[config.mk]
export PLATFORM = sky130hd
export DESIGN_NAME = joypad_serial_reader
export DESIGN_NICKNAME = d
export VERILOG_FILES = /design/src/rtl/joypad_pkg.sv /design/src/rtl/joypad_bit_sync.sv /design/src/rtl/joypad_serial_reader.sv
export SDC_FILE = /design/constraint.sdc
export NUM_CORES = 1
export LEC_CHECK = 0
export CAP_MARGIN = 10
export CORE_MARGIN = 2
export CORE_UTILIZATION = 64
export CTS_CLUSTER_DIAMETER = 150
export DETAILED_ROUTE_END_ITERATION = 10
export GPL_ROUTABILITY_DRIVEN = 1
export PLACE_DENSITY = 0.84
export SKIP_CTS_REPAIR_TIMING = 1
export SYNTH_ARGS = -nofsm -noshare
export SYNTH_HDL_FRONTEND = slang
export SYNTH_HIERARCHICAL = 1
export SYNTH_SLANG_ARGS = --single-unit
[constraint.sdc]
create_clock -name clock -period 3.8 [get_ports clock]
set_input_delay 0.95 -clock clock [delete_from_list [all_inputs] [get_ports clock]]
set_output_delay 0.95 -clock clock [all_outputs]
set_load 0.1 [all_outputs]
[src/rtl/joypad_pkg.sv]
// Shared definitions for the SNES-style joypad serial reader.
//   - state_e             : frame sequencer states
//   - BTN_B .. BTN_R      : bit position of each button in the parallel output
//   - NUM_BUTTONS         : width of the parallel button bus (12)
//   - FRAME_BITS          : serial bits clocked out of the pad per frame (16)
//   - PRESENCE_LO/HI      : serial bits that a connected pad always reports released
package joypad_pkg;

  typedef enum logic [2:0] {
    ST_IDLE,
    ST_LATCH,
    ST_HIGH,
    ST_LOW,
    ST_DONE
  } state_e;

  localparam int NUM_BUTTONS = 12;
  localparam int FRAME_BITS  = 16;

  localparam int BTN_B      = 0;
  localparam int BTN_Y      = 1;
  localparam int BTN_SELECT = 2;
  localparam int BTN_START  = 3;
  localparam int BTN_UP     = 4;
  localparam int BTN_DOWN   = 5;
  localparam int BTN_LEFT   = 6;
  localparam int BTN_RIGHT  = 7;
  localparam int BTN_A      = 8;
  localparam int BTN_X      = 9;
  localparam int BTN_L      = 10;
  localparam int BTN_R      = 11;

  localparam int PRESENCE_LO = 12;
  localparam int PRESENCE_HI = 15;

endpackage

[src/rtl/joypad_bit_sync.sv]
// Two-flop synchronizer for the asynchronous joypad data line.
//   clk    : system clock
//   rst_n  : synchronous active-low reset
//   async_i: asynchronous input
//   sync_o : synchronized output (reset value 1, i.e. "released")
module joypad_bit_sync (
  input  logic clk,
  input  logic rst_n,
  input  logic async_i,
  output logic sync_o
);

  logic meta_q;
  logic sync_q;

  // NOTE: state is updated with non-blocking assignments so every flop
  // samples the pre-edge value of its source, independent of statement order.
  always_ff @(posedge clk) begin
    if (!rst_n) begin
      meta_q <= 1'b1;
      sync_q <= 1'b1;
    end else begin
      meta_q <= async_i;
      sync_q <= meta_q;
    end
  end

  assign sync_o = sync_q;

endmodule

[src/rtl/joypad_serial_reader.sv]
// Polls an SNES-style joypad (latch pulse + 16 shift clocks) at a fixed rate
// and presents the twelve buttons as active-low parallel levels.
//   clock         : system clock
//   reset         : synchronous active-low reset
//   joyData       : serial data from pad (asynchronous, 0 = pressed)
//   joyLatch      : latch strobe to pad, active high
//   joyClock      : shift clock to pad, idles high
//   outButtons    : button levels, active low, order B,Y,Sel,Start,Up,Dn,L,R,A,X,L,R
//   outValid      : one-cycle pulse when outButtons has just been loaded
//   outPadPresent : last frame reported bits 12..15 released
// Optional feature: define JOYPAD_PRESENCE_CHECK_EN to force outButtons to
// all-released whenever the presence bits indicate no pad.
module joypad_serial_reader
  import joypad_pkg::*;
#(
  parameter int CLOCK_DIV     = 300,
  parameter int POLL_INTERVAL = 833333
) (
  input  logic        clock,
  input  logic        reset,
  input  logic        joyData,
  output logic        joyLatch,
  output logic        joyClock,
  output logic [11:0] outButtons,
  output logic        outValid,
  output logic        outPadPresent
);

  localparam int                   PHASE_W     = $clog2(2 * CLOCK_DIV);
  localparam logic [PHASE_W-1:0]   HALF_LAST   = PHASE_W'(CLOCK_DIV - 1);
  localparam logic [PHASE_W-1:0]   LATCH_LAST  = PHASE_W'(2 * CLOCK_DIV - 1);
  localparam logic [31:0]          POLL_RELOAD = 32'(POLL_INTERVAL - 1);
  localparam logic [3:0]           LAST_BIT    = 4'(FRAME_BITS - 1);

  state_e                  state_q, state_d;
  logic [PHASE_W-1:0]      phase_q, phase_d;
  logic [31:0]             poll_q, poll_d;
  logic [3:0]              idx_q, idx_d;
  logic [FRAME_BITS-1:0]   shift_q, shift_d;
  logic                    latch_q, latch_d;
  logic                    jclk_q, jclk_d;
  logic [NUM_BUTTONS-1:0]  buttons_q, buttons_d;
  logic                    valid_q, valid_d;
  logic                    present_q, present_d;

  logic data_sync;
  logic pad_ok;

  joypad_bit_sync u_sync (
    .clk    (clock),
    .rst_n  (reset),
    .async_i(joyData),
    .sync_o (data_sync)
  );

  assign pad_ok = &shift_q[PRESENCE_HI:PRESENCE_LO];

  // NOTE: every *_d gets a default before the case so no path leaves a
  // signal unassigned, which would otherwise infer a latch.
  always_comb begin
    state_d   = state_q;
    phase_d   = phase_q + 1'b1;
    idx_d     = idx_q;
    shift_d   = shift_q;
    latch_d   = latch_q;
    jclk_d    = jclk_q;
    buttons_d = buttons_q;
    valid_d   = 1'b0;
    present_d = present_q;
    // Poll timer runs through the whole frame and saturates at zero.
    poll_d    = (poll_q != '0) ? poll_q - 32'd1 : '0;

    unique case (state_q)
      ST_IDLE: phase_d = '0;
      ST_LATCH: begin
        if (phase_q == LATCH_LAST) begin
          phase_d = '0;
          latch_d = 1'b0;
          state_d = ST_HIGH;
        end
      end
      ST_HIGH: begin
        if (phase_q == HALF_LAST) begin
          phase_d        = '0;
          shift_d[idx_q] = data_sync;
          jclk_d         = 1'b0;
          state_d        = ST_LOW;
        end
      end
      ST_LOW: begin
        if (phase_q == HALF_LAST) begin
          phase_d = '0;
          jclk_d  = 1'b1;
          if (idx_q == LAST_BIT) begin
            // Outputs are loaded on entry to DONE so they are already
            // visible during the DONE cycle alongside the valid pulse.
            state_d   = ST_DONE;
            valid_d   = 1'b1;
            present_d = pad_ok;
`ifdef JOYPAD_PRESENCE_CHECK_EN
            buttons_d = pad_ok ? shift_q[NUM_BUTTONS-1:0] : '1;
`else
            buttons_d = shift_q[NUM_BUTTONS-1:0];
`endif
          end else begin
            idx_d   = idx_q + 4'd1;
            state_d = ST_HIGH;
          end
        end
      end
      ST_DONE: begin
        phase_d = '0;
        state_d = ST_IDLE;
      end
      default: state_d = ST_IDLE;
    endcase

    // Frame start from IDLE, or straight out of DONE when the poll interval
    // has already elapsed, so back-to-back frames have no gap.
    if ((state_q == ST_IDLE || state_q == ST_DONE) && poll_q == '0) begin
      poll_d  = POLL_RELOAD;
      idx_d   = '0;
      phase_d = '0;
      latch_d = 1'b1;
      jclk_d  = 1'b1;
      state_d = ST_LATCH;
    end
  end

  always_ff @(posedge clock) begin
    if (!reset) begin
      state_q   <= ST_IDLE;
      phase_q   <= '0;
      poll_q    <= '0;
      idx_q     <= '0;
      // NOTE: the shift register is reset to all-released, even though every
      // bit is rewritten each frame, so no X can reach outButtons.
      shift_q   <= '1;
      latch_q   <= 1'b0;
      jclk_q    <= 1'b1;
      buttons_q <= '1;
      valid_q   <= 1'b0;
      present_q <= 1'b0;
    end else begin
      state_q   <= state_d;
      phase_q   <= phase_d;
      poll_q    <= poll_d;
      idx_q     <= idx_d;
      shift_q   <= shift_d;
      latch_q   <= latch_d;
      jclk_q    <= jclk_d;
      buttons_q <= buttons_d;
      valid_q   <= valid_d;
      present_q <= present_d;
    end
  end

  assign joyLatch      = latch_q;
  assign joyClock      = jclk_q;
  assign outButtons    = buttons_q;
  assign outValid      = valid_q;
  assign outPadPresent = present_q;

endmodule

After elaboration in Yosys (flattened, before gate mapping) --
Cells that the tools add are included.
Word-level totals: logic and storage cells 80, bits of input ports 3, flip-flop bits (word level) 83
Operators by class: add/sub/neg operators 3, $lt $le $gt $ge 2, muxes and demuxes 21, reduce and logical (&&, ||, !) cells 22, equal/unequal tests 14, bitwise operators 4
Operators by type and width (number):
- 2-to-1 mux 20 bit | 2
- logical NOT 32 bit | 1
- nonzero test 32 bit | 1
- subtractor 32 x 1 -> 32 bit (second input constant) | 1
- case mux 10 bit (3 select lines) | 1
- 2-to-1 mux 10 bit | 2
- bitwise mux 16 bit | 1
- 2-to-1 mux 3 bit | 4
- case mux 3 bit (4 select lines) | 1
- AND reduction 3 bit | 4
- AND reduction 4 bit | 3
- adder 10 x 1 -> 10 bit (second input constant) | 1
- == test 10 bit (second input constant) | 1
- == test 10 x 9 -> 1 bit (second input constant) | 1
- inequality test 3 bit (second input constant) | 3
- 2-to-1 mux 1 bit | 8
- == test 3 x 2 -> 1 bit (second input constant) | 2
- inequality test 2 bit (second input constant) | 3
- nonzero test 2 bit | 3
- OR reduction 2 bit | 3
- < comparator 4 x 5 -> 1 bit (second input constant) | 1
- adder 4 x 1 -> 4 bit (second input constant) | 1
- demux 1 bit (select 4 bit) | 1
- == test 4 bit (second input constant) | 1
- other kinds (11) | 16

Depth between registers and ports, before layout --
Gate-level depths: netlist of run 1.
depth after elaboration 5, depth in mapped cells 8

Hierarchy --
Netlist of run 1, hierarchy kept.
Modules (own cells, without submodules):
- joypad_serial_reader | cells each 404, area each 3558.4 µm², sequential area each 1621.6 µm², instances 1
- joypad_bit_sync | cells each 4, area each 52.6 µm², sequential area each 40.0 µm², instances 1

Worst setup path after synthesis of run 1 --
OpenSTA, ideal clock, no wires.
kind register to register, from reg poll_q[0], to reg state_q[0], arrival time 1963 ps, setup time 87 ps, period minus slack after synthesis 2050 ps, cell stages (with the launch flop) 9, buffers on the path 1, required time 3713 ps, setup slack 1750 ps, path through dfxtp_1 inv_1 ha_1 nor4b_2 and4b_1 nand4_2 or4_4 buf_6 o31ai_1
On the way: word-level cells in the longest chain between the ends 4
Ends and longest elaborated chain:
- start: declaration | RTL line joypad_serial_reader.sv:37 | logic [31:0] poll_q, poll_d;
- start signal: assignment | RTL line joypad_serial_reader.sv:147 | poll_q <= poll_d;
- logical NOT 32 bit * | RTL line joypad_serial_reader.sv:120 | if ((state_q == ST_IDLE || state_q == ST_DONE) && poll_q == '0) begin
- logical AND 1 bit * | RTL line joypad_serial_reader.sv:120
- inequality test 3 bit (no line) / inequality test 2 x 1 -> 1 bit (equally long branches)
- AND reduction 4 bit (no line)
- end signal: assignment | RTL line joypad_serial_reader.sv:145 | state_q <= state_d;
- end: declaration | RTL line joypad_serial_reader.sv:35 | state_e state_q, state_d;
Mark *: on every way between the ends. The rest lies on a longest branch, timed or not. A chain may end at the register's enable or synchronous reset.

Worst setup path after layout of run 1 --
from reg present_q, in the netlist outPadPresent, to out outPadPresent
RTL lines:
- start: declaration | RTL line joypad_serial_reader.sv:44 | logic present_q, present_d;
- start signal: assignment | RTL line joypad_serial_reader.sv:154 | present_q <= present_d;
- end: declaration | RTL line joypad_serial_reader.sv:26 | output logic outPadPresent
No word-level cell between the ends.

==> reports/metrics.yaml, run 1 <==
final_layout:
  finalNetCount: 428
  synthToLayoutAreaGrowth_pct: 11.7
  drive_above_1_share_pct: 8.96
  utilization_pct: 73.7
  stdcell_area_sq_um: 4040
  nFillCells: 442
  n_antenna_cell: 0
worst_hold_path:
  min_to: "u_sync/sync_o$_SDFF_PN1_"
  hold_path.class: "flip-flop to flip-flop"
  hold_depth: 1
  hold_path_startpoint: "u_sync/meta_q$_SDFF_PN1_"
sta:
  period_share_pct: 73.6
  rsz0062_at_grt: "no"
  max_slew_margin_pct: 34.2
  worstMarginPinSlew_ns: 0.984
  fmax_mhz: 357
  hold_viol: 0
  setup_viol: 0
  fin_crit_ns: 2.80
  hold_slack_ns: 0.421
  skew_ns: 0.0105
  setup_tns_ns: 0
  slew_viol_final: 0
critical_path:
  reg2reg_from: "poll_q[0]$_SDFF_PP0_"
  reg2regPathDepth: 7
  cp_slowest_cell: "clkdlybuf4s50_1"
  worstSetupPathType: "flip-flop to output port"
  critical-path-top-delay-family: "buffers and inverters"
  cp.arrival_ns: 1.85
  worstPathCellList: "clkdlybuf4s50_1"
  crit_buf_inv: 1
  rr_endpoint: "poll_q[2]$_SDFF_PN0_"
  end_kind: "output port"
  r2r_setup_slack_ns: 1.04
  cp-start-kind: "flip-flop"
  crit_fanout: 2
  cpPeakStageDelay_ns: 1.14
  crit_required_ns: 2.85
drt:
  drt_pass1_iterations: 5
  drt_wl_total_mm: 7.16
  vias: 2936
  wire_per_inst_microns: 14.4
  first_iter_violations: 208
  ant_nets: 0
  routed_via_density: 5.92
  route.detailed.drc: 0
global_route:
  grt_pass1_wl_mm: 12.2
  gr-total-overflow: 0
  grt_pass1_vias: 2697
  antenna_found_initial: 0
  grt_util_all_layers_pct: 24.5
  grt_max_degree: 33
synth:
  synth_nets: 417
  netlist_top_cells_area: "dfxtp_1 (46%), xnor2_1 (6.1%), nor2_1 (5.1%)"
  ys_seq_area_share_pct: 46.0
  synth_top_area_share_pct: 46.0
  synth.area.mux_share_pct: 1.11
  ys_warn_count: 6
  ys_seq_elements: 83
  synth_top_family_by_area: "simple AND/OR/NAND/NOR gates"
  synth_area_sq_um: 3610
  synth_xor_area_share_pct: 9.46
  yosysUniqueCellTypes: 45
  synth_ff_type: "dfxtp_1"
  synth_edf_count: 0
  synth_simple_gate_area_share_pct: 28.8
  synth_fa_ha_area_share_pct: 2.08
  synth-compound-area-share_pct: 9.22
  yosysTopAreaCell: "dfxtp_1"
  syn_area_per_cell_sq_um: 8.85
  synthCells: 408
  async_reset_ff_share_pct: 0
cts:
  cts_root_buf: "clkbuf_8"
  cts_max_level: 3
  worstSkewPairLatency_ns: 0.35
  clkSinkCount: 83
  cts_made_buffers: 9
  cts_tree: "done"
  path_clk_slew_ns: 0.08
  clockBufferDepth: 2
power_and_ir_drop:
  power_mw: 2.83
  power_density_nw_per_um2: 701
  p_leak_nw: 1.48
  ir_worst_vdd_mv: 0.420
floorplanning:
  io_pins: 19
  rows: 27
  die-area_sq_um: 6260
  die_h_microns: 79.1
  die_w_microns: 79.1
  core_sq_um: 5470
  start_util_pct: 66.0
run:
  drv_cap: 0
status:
  status: "completed"
placement:
  place.detailed.hpwl_mm: 4.92
  numPortBuffers: 18
  placed_cell_area_sq_um: 3810
  place_congestion: 0.863
final cells by class:
type | count | area, sq um | share of cell area, %
multi-input cells | 295 | 1830 | 45.3
flip-flops and latches | 83 | 1660 | 41.2
repair buffers | 19 | 188 | 4.65
clock buffers | 10 | 138 | 3.41
well taps | 72 | 90.1 | 2.23
clock inverters | 6 | 88.8 | 2.20
inverters | 11 | 41.3 | 1.02
worst reg2reg max path, stage by stage (launching register included):
cell     delay, ns
dfxtp_1       0.35
inv_1         0.10
ha_1          0.21
nor4b_2       0.39
and4b_1       0.37
nand4_2       0.18
nand2_1       0.77
o21ai_0       0.25
placed cells by master, fill, tap and decap left out, drive strengths merged, types with 3 or more instances in the layout:
cell type	instances
dfxtp	83
nor2	49
nand2	46
nand3	29
xnor2	25
nor3	23
clkdlybuf4s50	18
o21ai	16
xor2	14
o211ai	12
inv	11
clkbuf	10
nand4	9
nor4	9
a21bo	8
a21oi	6
ha	6
or4	5
nand4b	4
nor2b	4
mux2i	4
or3	3
nor4b	3
synthesized netlist by cell type, types with 3 or more instances:
cell      instances
nor4_2            3
a21bo_2           8
dfxtp_1          83
nor4_1            5
or3_1             3
mux2i_1           4
nor2b_1           4
inv_1            11
nand4b_1          4
nand4_1           8
nor3_1           23
ha_1              6
o211ai_1         12
xor2_1           14
nor2_1           49
nand2_1          46
nand3_1          29
or4_1             3
o21ai_0          15
clkbuf_1         15
xnor2_1          25
a21oi_1           6
kinds of logic after synthesis:
kind of cell | count (synthesis)
simple gates | 198
flops | 83
compound gates | 48
xor+xnor | 39
buf+inv | 30
fa+ha+maj | 6
mux | 4
where the power goes:
group	total, mW	switching, mW	leakage [nW]	internal, mW
Clock	0.702	0.314	0.108	0.388
Sequential	1.19	0.175	0.674	1.01
Combinational	0.938	0.556	0.699	0.382
layer usage:
metal	part of all wire, %	global-route usage, %
met5	0	0
met4	1.8	9.48
met2	48	40.1
met1	47	32.6
met3	3.5	3.98
state kept, by name, indices dropped and copies added, names as in the netlist:
signal         count
joyLatch           1
joyClock           1
poll_q            32
u_sync/sync_o      1
phase_q           10
shift_q           16
state_q            3
outButtons        12
u_sync/meta_q      1
outPadPresent      1
idx_q              4
outValid           1
stage by stage:
step,instances,worst slack (ns)
floorplan,408,1.75
CTS,496,0.998
global route,496,0.791
finish,496,1.00
global placement,480,1.25
detailed placement,480,1.10
worst max path at each step:
| stage | start | slack (ns) | cells past startpoint | endpoint |
|---|---|---|---|---|
| after global placement | reset | 1.25 | 3 | poll_q[15]$_SDFF_PN0_ |
| after floorplan | poll_q[0]$_SDFF_PP0_ | 1.75 | 8 | state_q[0]$_SDFFE_PN0P_ |
| after global routing | poll_q[0]$_SDFF_PP0_ | 0.79 | 7 | poll_q[2]$_SDFF_PN0_ |
| after CTS | outButtons[0]$_SDFFE_PN1P_ | 1.0 | 1 | outButtons[0] |
| final | outPadPresent$_SDFFE_PN0P_ | 1.00 | 1 | outPadPresent |
| after detailed placement | poll_q[0]$_SDFF_PP0_ | 1.10 | 7 | poll_q[8]$_SDFF_PN0_ |
Note: power is estimated with default switching activity, not from simulation.
==> inputs of run 2 (changes only) <==
CORE_UTILIZATION = 59   (was 64)
PLACE_DENSITY = 0.79   (was 0.84)
clock period = 2.9 ns   (was 3.8 ns; I/O delays follow)
==> run 2 against run 1 <==
Non-clock buffer count up 5. Design area down 1.1%. Register-to-register slack worse by 0.40 ns. Largest power group unchanged. Total power up 26%. First-iteration DRC count down 27%. Largest cell class unchanged. Die area up 8.0%.
==> reports/metrics.yaml, run 2 (synthesized netlist as in run 1, its figures left out) <==
final_layout:
  nFillCells: 481  # was 442
  n_antenna_cell: 0  # unchanged
  synthToLayoutAreaGrowth_pct: 10.6  # was 11.7%
  regMostFlops: "poll_q"  # unchanged
  fin_cells: 503  # was 496
  final_common_cell: "dfxtp_1"  # unchanged
  final_cell_mix: "dfxtp_1 (83), nor2_1 (49), nand2_1 (46), nand3_1 (29), xnor2_1 (25)"  # unchanged
  drive_above_1_share_pct: 13.3  # was 8.96%
  finalNetCount: 433  # was 428
  largest_reg_flops: 32  # unchanged
critical_path:
  r2r_setup_slack_ns: 0.64  # was 1.04 ns
  crit_required_ns: 3.18  # was 2.85 ns
  worstSetupPathType: "flip-flop to flip-flop"  # was flip-flop to output port
  cp-start-kind: "flip-flop"  # unchanged
  reg2regPathDepth: 7  # unchanged
  worstPathCellList: "inv_1, ha_1, nor4b_2, and4b_1, nand4_2, o31ai_2, o21bai_1"  # was clkdlybuf4s50_1
  critical-path-top-delay-family: "simple AND/OR/NAND/NOR gates"  # was buffers and inverters
  crit_buf_inv: 1  # unchanged
  cpPeakStageDelay_ns: 0.47  # was 1.14 ns
  cp.arrival_ns: 2.54  # was 1.85 ns
  reg2reg_from: "poll_q[0]$_SDFF_PP0_"  # unchanged
  cp_slowest_cell: "o31ai_2"  # was clkdlybuf4s50_1
  crit_fanout: 6  # was 2
  rr_endpoint: "joyClock$_SDFFE_PP1P_"  # was poll_q[2]$_SDFF_PN0_
  end_kind: "flip-flop"  # was output port
drt:
  vias: 2805  # was 2936
  route.detailed.drc: 0  # unchanged
  routed_via_density: 5.58  # was 5.92
  first_iter_violations: 151  # was 208
  wire_per_inst_microns: 13.3  # was 14.4 microns
  ant_nets: 0  # unchanged
  drt_pass1_iterations: 4  # was 5
  drt_wl_total_mm: 6.70  # was 7.16 mm
power_and_ir_drop:
  swShare_pct: 37.1  # was 36.9%
  combPwrFrac_pct: 34.3  # was 33.2%
  ir_worst_vdd_mv: 0.628  # was 0.420 mV
  intPower_mw: 2.24  # was 1.78 mW
  power_frac_clock_pct: 22.1  # was 24.8%
  p_leak_nw: 1.49  # was 1.48 nW
  power_mw: 3.56  # was 2.83 mW
  p_sw_mw: 1.32  # was 1.04 mW
  pwr-share-seq_pct: 43.6  # was 42.0%
  power_density_nw_per_um2: 891  # was 701 nW/um^2
sta:
  rsz0062_at_grt: "no"  # unchanged
  hold_slack_ns: 0.425  # was 0.421 ns
  fin_crit_ns: 2.26
  setup_tns_ns: 0  # unchanged
  setup_viol: 0  # unchanged
  worstMarginPinSlew_ns: 0.680  # was 0.984 ns
  slew_viol_final: 0  # unchanged
  period_share_pct: 77.9
  hold_viol: 0  # unchanged
  skew_ns: 0.00514  # was 0.0105 ns
  fmax_mhz: 443
  max_slew_margin_pct: 54.4  # was 34.2%
cts:
  cts_made_buffers: 9  # unchanged
  cts_root_buf: "clkbuf_8"  # unchanged
  cts_max_level: 3  # unchanged
  clkSinkCount: 83  # unchanged
  clockBufferDepth: 2  # unchanged
  cts_tree: "done"  # unchanged
  worstSkewPairLatency_ns: 0.35  # about the same
  path_clk_slew_ns: 0.08  # about the same
placement:
  dp.cells: 488  # was 480
  place_congestion: 0.819  # was 0.863
  place.detailed.hpwl_mm: 4.75  # was 4.92 mm
  numPortBuffers: 18  # unchanged
global_route:
  gr-total-overflow: 0  # unchanged
  grt_max_degree: 35  # was 33
  grt_pass1_vias: 2591  # was 2697
  grt_pass1_wl_mm: 12.0  # was 12.2 mm
  antenna_found_initial: 0  # unchanged
  grt_util_all_layers_pct: 22.8  # was 24.5%
floorplanning:
  io_pins: 19  # unchanged
  die-area_sq_um: 6760  # was 6260 sq um
  die_h_microns: 82.2  # was 79.1 microns
  die_w_microns: 82.2  # was 79.1 microns
  core_sq_um: 5920  # was 5470 sq um
  rows: 28  # was 27
  start_util_pct: 61.0  # was 66.0%
worst_hold_path:
  hold_path.class: "flip-flop to flip-flop"  # unchanged
  min_to: "u_sync/sync_o$_SDFF_PN1_"  # unchanged
  hold_depth: 1  # unchanged
  hold_path_startpoint: "u_sync/meta_q$_SDFF_PN1_"  # unchanged
run:
  drv_cap: 0  # unchanged
status:
  status: "completed"  # unchanged
[run 2: layer usage]
metal  share of wire (%)  vias up  track usage (%)  wire [microns]
li1                    -     1446                -               -
met1                  50     1309             31.2            3380
met2                  45       36             34.8            3010
met3                 2.7       14             4.13             182
met4                 2.0        0             11.0             133
met5                   0        -                0               0
[run 2: through the flow]
| stage | util [%] | instance area, sq um | setup slack, ns |
|---|---|---|---|
| floorplan | - | 3610 | 0.850 |
| global route | 67.4 | 3990 | 0.430 |
| finish | 67.4 | 3990 | 0.640 |
| detailed placement | 64.3 | 3810 | 0.684 |
| global placement | 64.3 | 3810 | 0.761 |
| CTS | 67.4 | 3990 | 0.659 |
[run 2: power groups by stage]
stage | registers [mW] | clock network [mW] | logic (mW)
after global placement | 1.56 | 0 | 1.19
final | 1.55 | 0.787 | 1.22
after detailed placement | 1.57 | 0 | 1.20
after floorplan | 1.54 | 0 | 0.993
after global routing | 1.58 | 0.847 | 1.39
after CTS | 1.55 | 0.804 | 1.21
[run 2: worst reg2reg max path, cell delays in order (launching register included)]
cell,delay [ns]
dfxtp_1,0.34
inv_1,0.08
ha_1,0.19
nor4b_2,0.38
and4b_1,0.37
nand4_2,0.16
o31ai_2,0.47
o21bai_1,0.19
[run 2: cell type report]
cell class	instances	area (sq um)	area share [%]
timing repair buffer	24	185	4.64
inverter	11	41.3	1.03
clock inverter	5	55.1	1.38
sequential	83	1660	41.6
clock buffer	10	128	3.20
multi-input combinational	295	1830	45.8
tap	75	93.8	2.35
[run 2: how the worst max path moves through the flow]
stage,to,slack (ns),from,cells past startpoint
after floorplan,state_q[0]$_SDFFE_PN0P_,0.85,poll_q[0]$_SDFF_PP0_,8
after global placement,state_q[0]$_SDFFE_PN0P_,0.76,poll_q[0]$_SDFF_PP0_,7
after detailed placement,state_q[0]$_SDFFE_PN0P_,0.68,poll_q[0]$_SDFF_PP0_,7
after CTS,poll_q[13]$_SDFF_PN0_,0.66,poll_q[0]$_SDFF_PP0_,7
after global routing,poll_q[19]$_SDFF_PN0_,0.43,poll_q[0]$_SDFF_PP0_,7
final,joyClock$_SDFFE_PP1P_,0.64,poll_q[0]$_SDFF_PP0_,7
==> inputs of run 3 (changes only) <==
CORE_UTILIZATION = 53   (was 59)
PLACE_DENSITY = 0.75   (was 0.79)
clock period = 1.9 ns   (was 2.9 ns; I/O delays follow)
==> run 3 against run 2 <==
The flow now finishes with violations (setup timing). Design area up 21%. Sequential share of layout area down 7.2 points. Clock-buffer cell count is 2 higher. Combinational power grew 120%. Total power is 89% higher. Clock skew rose by 0.0026 ns. Utilization is 4.9 points higher. Largest cell class unchanged. Worst setup slack lost 0.77 ns. Clock power increased by 120%. Worst hold slack got worse by 0.0090 ns.
==> reports/metrics.yaml, run 3 (synthesized netlist as in run 1, its figures left out) <==
sta:
  slew_viol_final: 0  # unchanged
  setup_tns_ns: -2.57  # was 0 ns
  period_share_pct: 107  # was 77.9%
  setup_viol: 40  # was 0
  fmax_mhz: 493  # was 443 MHz
  hold_viol: 0  # unchanged
  rsz0062_at_grt: "yes"  # was no
  worstMarginPinSlew_ns: 0.507  # was 0.680 ns
  setup_ws_ns: -0.129  # was 0.640 ns
  skew_ns: 0.00775  # was 0.00514 ns
  fin_crit_ns: 2.03  # was 2.26 ns
  max_slew_margin_pct: 66.2  # was 54.4%
run:
  drv_cap: 0  # unchanged
critical_path:
  crit_required_ns: 2.18  # was 3.18 ns
  reg2reg_from: "poll_q[15]$_SDFF_PN0_"  # was poll_q[0]$_SDFF_PP0_
  cpPeakStageDelay_ns: 0.56  # was 0.47 ns
  critical-path-top-delay-family: "simple AND/OR/NAND/NOR gates"  # unchanged
  crit_fanout: 7  # was 6
  worstSetupPathType: "flip-flop to flip-flop"  # unchanged
  worstSetupStartpoint: "poll_q[15]$_SDFF_PN0_"  # was poll_q[0]$_SDFF_PP0_
  crit_top_cell: "or4_4"
  worstPathCellList: "or4_4, nor4_4, nand4_2, or4_4, o21ai_0"  # was inv_1, ha_1, nor4b_2, and4b_1, nand4_2, o31ai_2, o21bai_1
  end_kind: "flip-flop"  # unchanged
  cp-start-kind: "flip-flop"  # unchanged
  cp_slowest_cell: "or4_4"  # was o31ai_2
  crit_buf_inv: 0  # was 1
  cp.arrival_ns: 2.31  # was 2.54 ns
floorplanning:
  die-area_sq_um: 7490  # was 6760 sq um
  rows: 30  # was 28
  start_util_pct: 54.0  # was 61.0%
  die_h_microns: 86.5  # was 82.2 microns
  core_sq_um: 6680  # was 5920 sq um
  io_pins: 19  # unchanged
  die_w_microns: 86.5  # was 82.2 microns
status:
  status: "finished with violations"  # was completed
  violations: "setup timing"
final_layout:
  drive_above_1_share_pct: 26.6  # was 13.3%
  final_cell_mix: "dfxtp_1 (81), buf_4 (54), nor2_1 (47), nand2_1 (44), nand3_1 (28)"  # was dfxtp_1 (83), nor2_1 (49), nand2_1 (46), nand3_1 (29), xnor2_1 (25)
  synthToLayoutAreaGrowth_pct: 33.8  # was 10.6%
  stdcell_area_sq_um: 4830  # was 3990 sq um
  finalNetCount: 486  # was 433
  utilization_pct: 72.3  # was 67.4%
  final_common_cell: "dfxtp_1"  # unchanged
  regMostFlops: "poll_q"  # unchanged
  largest_reg_flops: 32  # unchanged
  n_antenna_cell: 0  # unchanged
  nFillCells: 480  # was 481
placement:
  numPortBuffers: 18  # unchanged
  place_congestion: 0.841  # was 0.819
  placed_cell_area_sq_um: 4420  # was 3810 sq um
  place.detailed.hpwl_mm: 5.49  # was 4.75 mm
drt:
  first_iter_violations: 201  # was 151
  met3_length_microns: 357  # was 182 microns
  vias: 3140  # was 2805
  route.detailed.drc: 0  # unchanged
  top_layer_used: "met4"  # unchanged
  wl_met1_mm: 3.72  # was 3.38 mm
  ant_nets: 0  # unchanged
  drt_pass1_iterations: 4  # unchanged
  wire_per_inst_microns: 14.6  # was 13.3 microns
  met2_length_mm: 4.03  # was 3.01 mm
  routed_via_density: 5.59  # was 5.58
  drt_wl_total_mm: 8.22  # was 6.70 mm
global_route:
  grt_pass1_wl_mm: 13.4  # was 12.0 mm
  grt_max_degree: 30  # was 35
  antenna_found_initial: 0  # unchanged
  gr-total-overflow: 0  # unchanged
  grt_util_all_layers_pct: 22.2  # was 22.8%
  grt_pass1_vias: 3014  # was 2591
power_and_ir_drop:
  power_density_nw_per_um2: 1390  # was 891 nW/um^2
  p_leak_nw: 1.93  # was 1.49 nW
  ir_worst_vdd_mv: 0.552  # was 0.628 mV
cts:
  cts_tree: "done"  # unchanged
  cts_max_level: 3  # unchanged
  worstSkewPairLatency_ns: 0.35  # about the same
  path_clk_slew_ns: 0.08  # about the same
  clkSinkCount: 83  # unchanged
  clockBufferDepth: 2  # unchanged
  cts_made_buffers: 9  # unchanged
  cts_root_buf: "clkbuf_8"  # unchanged
worst_hold_path:
  hold_path.class: "flip-flop to flip-flop"  # unchanged
  hold_path_startpoint: "u_sync/meta_q$_SDFF_PN1_"  # unchanged
[run 3: path summary, 6_finish.rpt]
check	endpoint	slack, ns	cells past startpoint
setup / recovery	poll_q[19]$_SDFF_PN0_	-0.13	5
hold / removal	u_sync/sync_o$_SDFF_PN1_	0.42	1
setup reg to reg	poll_q[19]$_SDFF_PN0_	-0.13	5
hold reg to reg	u_sync/sync_o$_SDFF_PN1_	0.42	1
[run 3: cell type report]
type / instances / area, sq um / share of cell area, %
flip-flops and latches: 83 / 1660 / 34.4
repair buffers: 76 / 817 / 16.9
well taps: 80 / 100 / 2.07
clock inverters: 4 / 120 / 2.49
multi-input cells: 296 / 1930 / 40.0
clock buffers: 12 / 155 / 3.21
inverters: 11 / 41.3 / 0.854
[run 3: power by group]
part	total (mW)	switching, mW	internal [mW]
registers	2.30	0.271	2.03
logic	2.73	1.39	1.34
clock network	1.70	0.624	1.08
total	6.73	2.29	4.44
[run 3: metrics by stage]
step / worst slack [ns] / total power, mW / std cells / hold WS (ns)
floorplan: -0.0789 / 3.90 / 408 / 0.386
global placement: -0.0598 / 4.71 / 543 / 0.391
detailed placement: -0.112 / 4.79 / 543 / 0.402
CTS: -0.145 / 6.53 / 559 / 0.420
global route: -0.193 / 7.09 / 562 / 0.444
finish: -0.129 / 6.73 / 562 / 0.416
[run 3: layer usage]
metal  up-vias  GRT usage, %
li1       1554             -
met1      1498          29.4
met2        77          35.5
met3        11          4.67
met4         0          8.66
met5         -             0
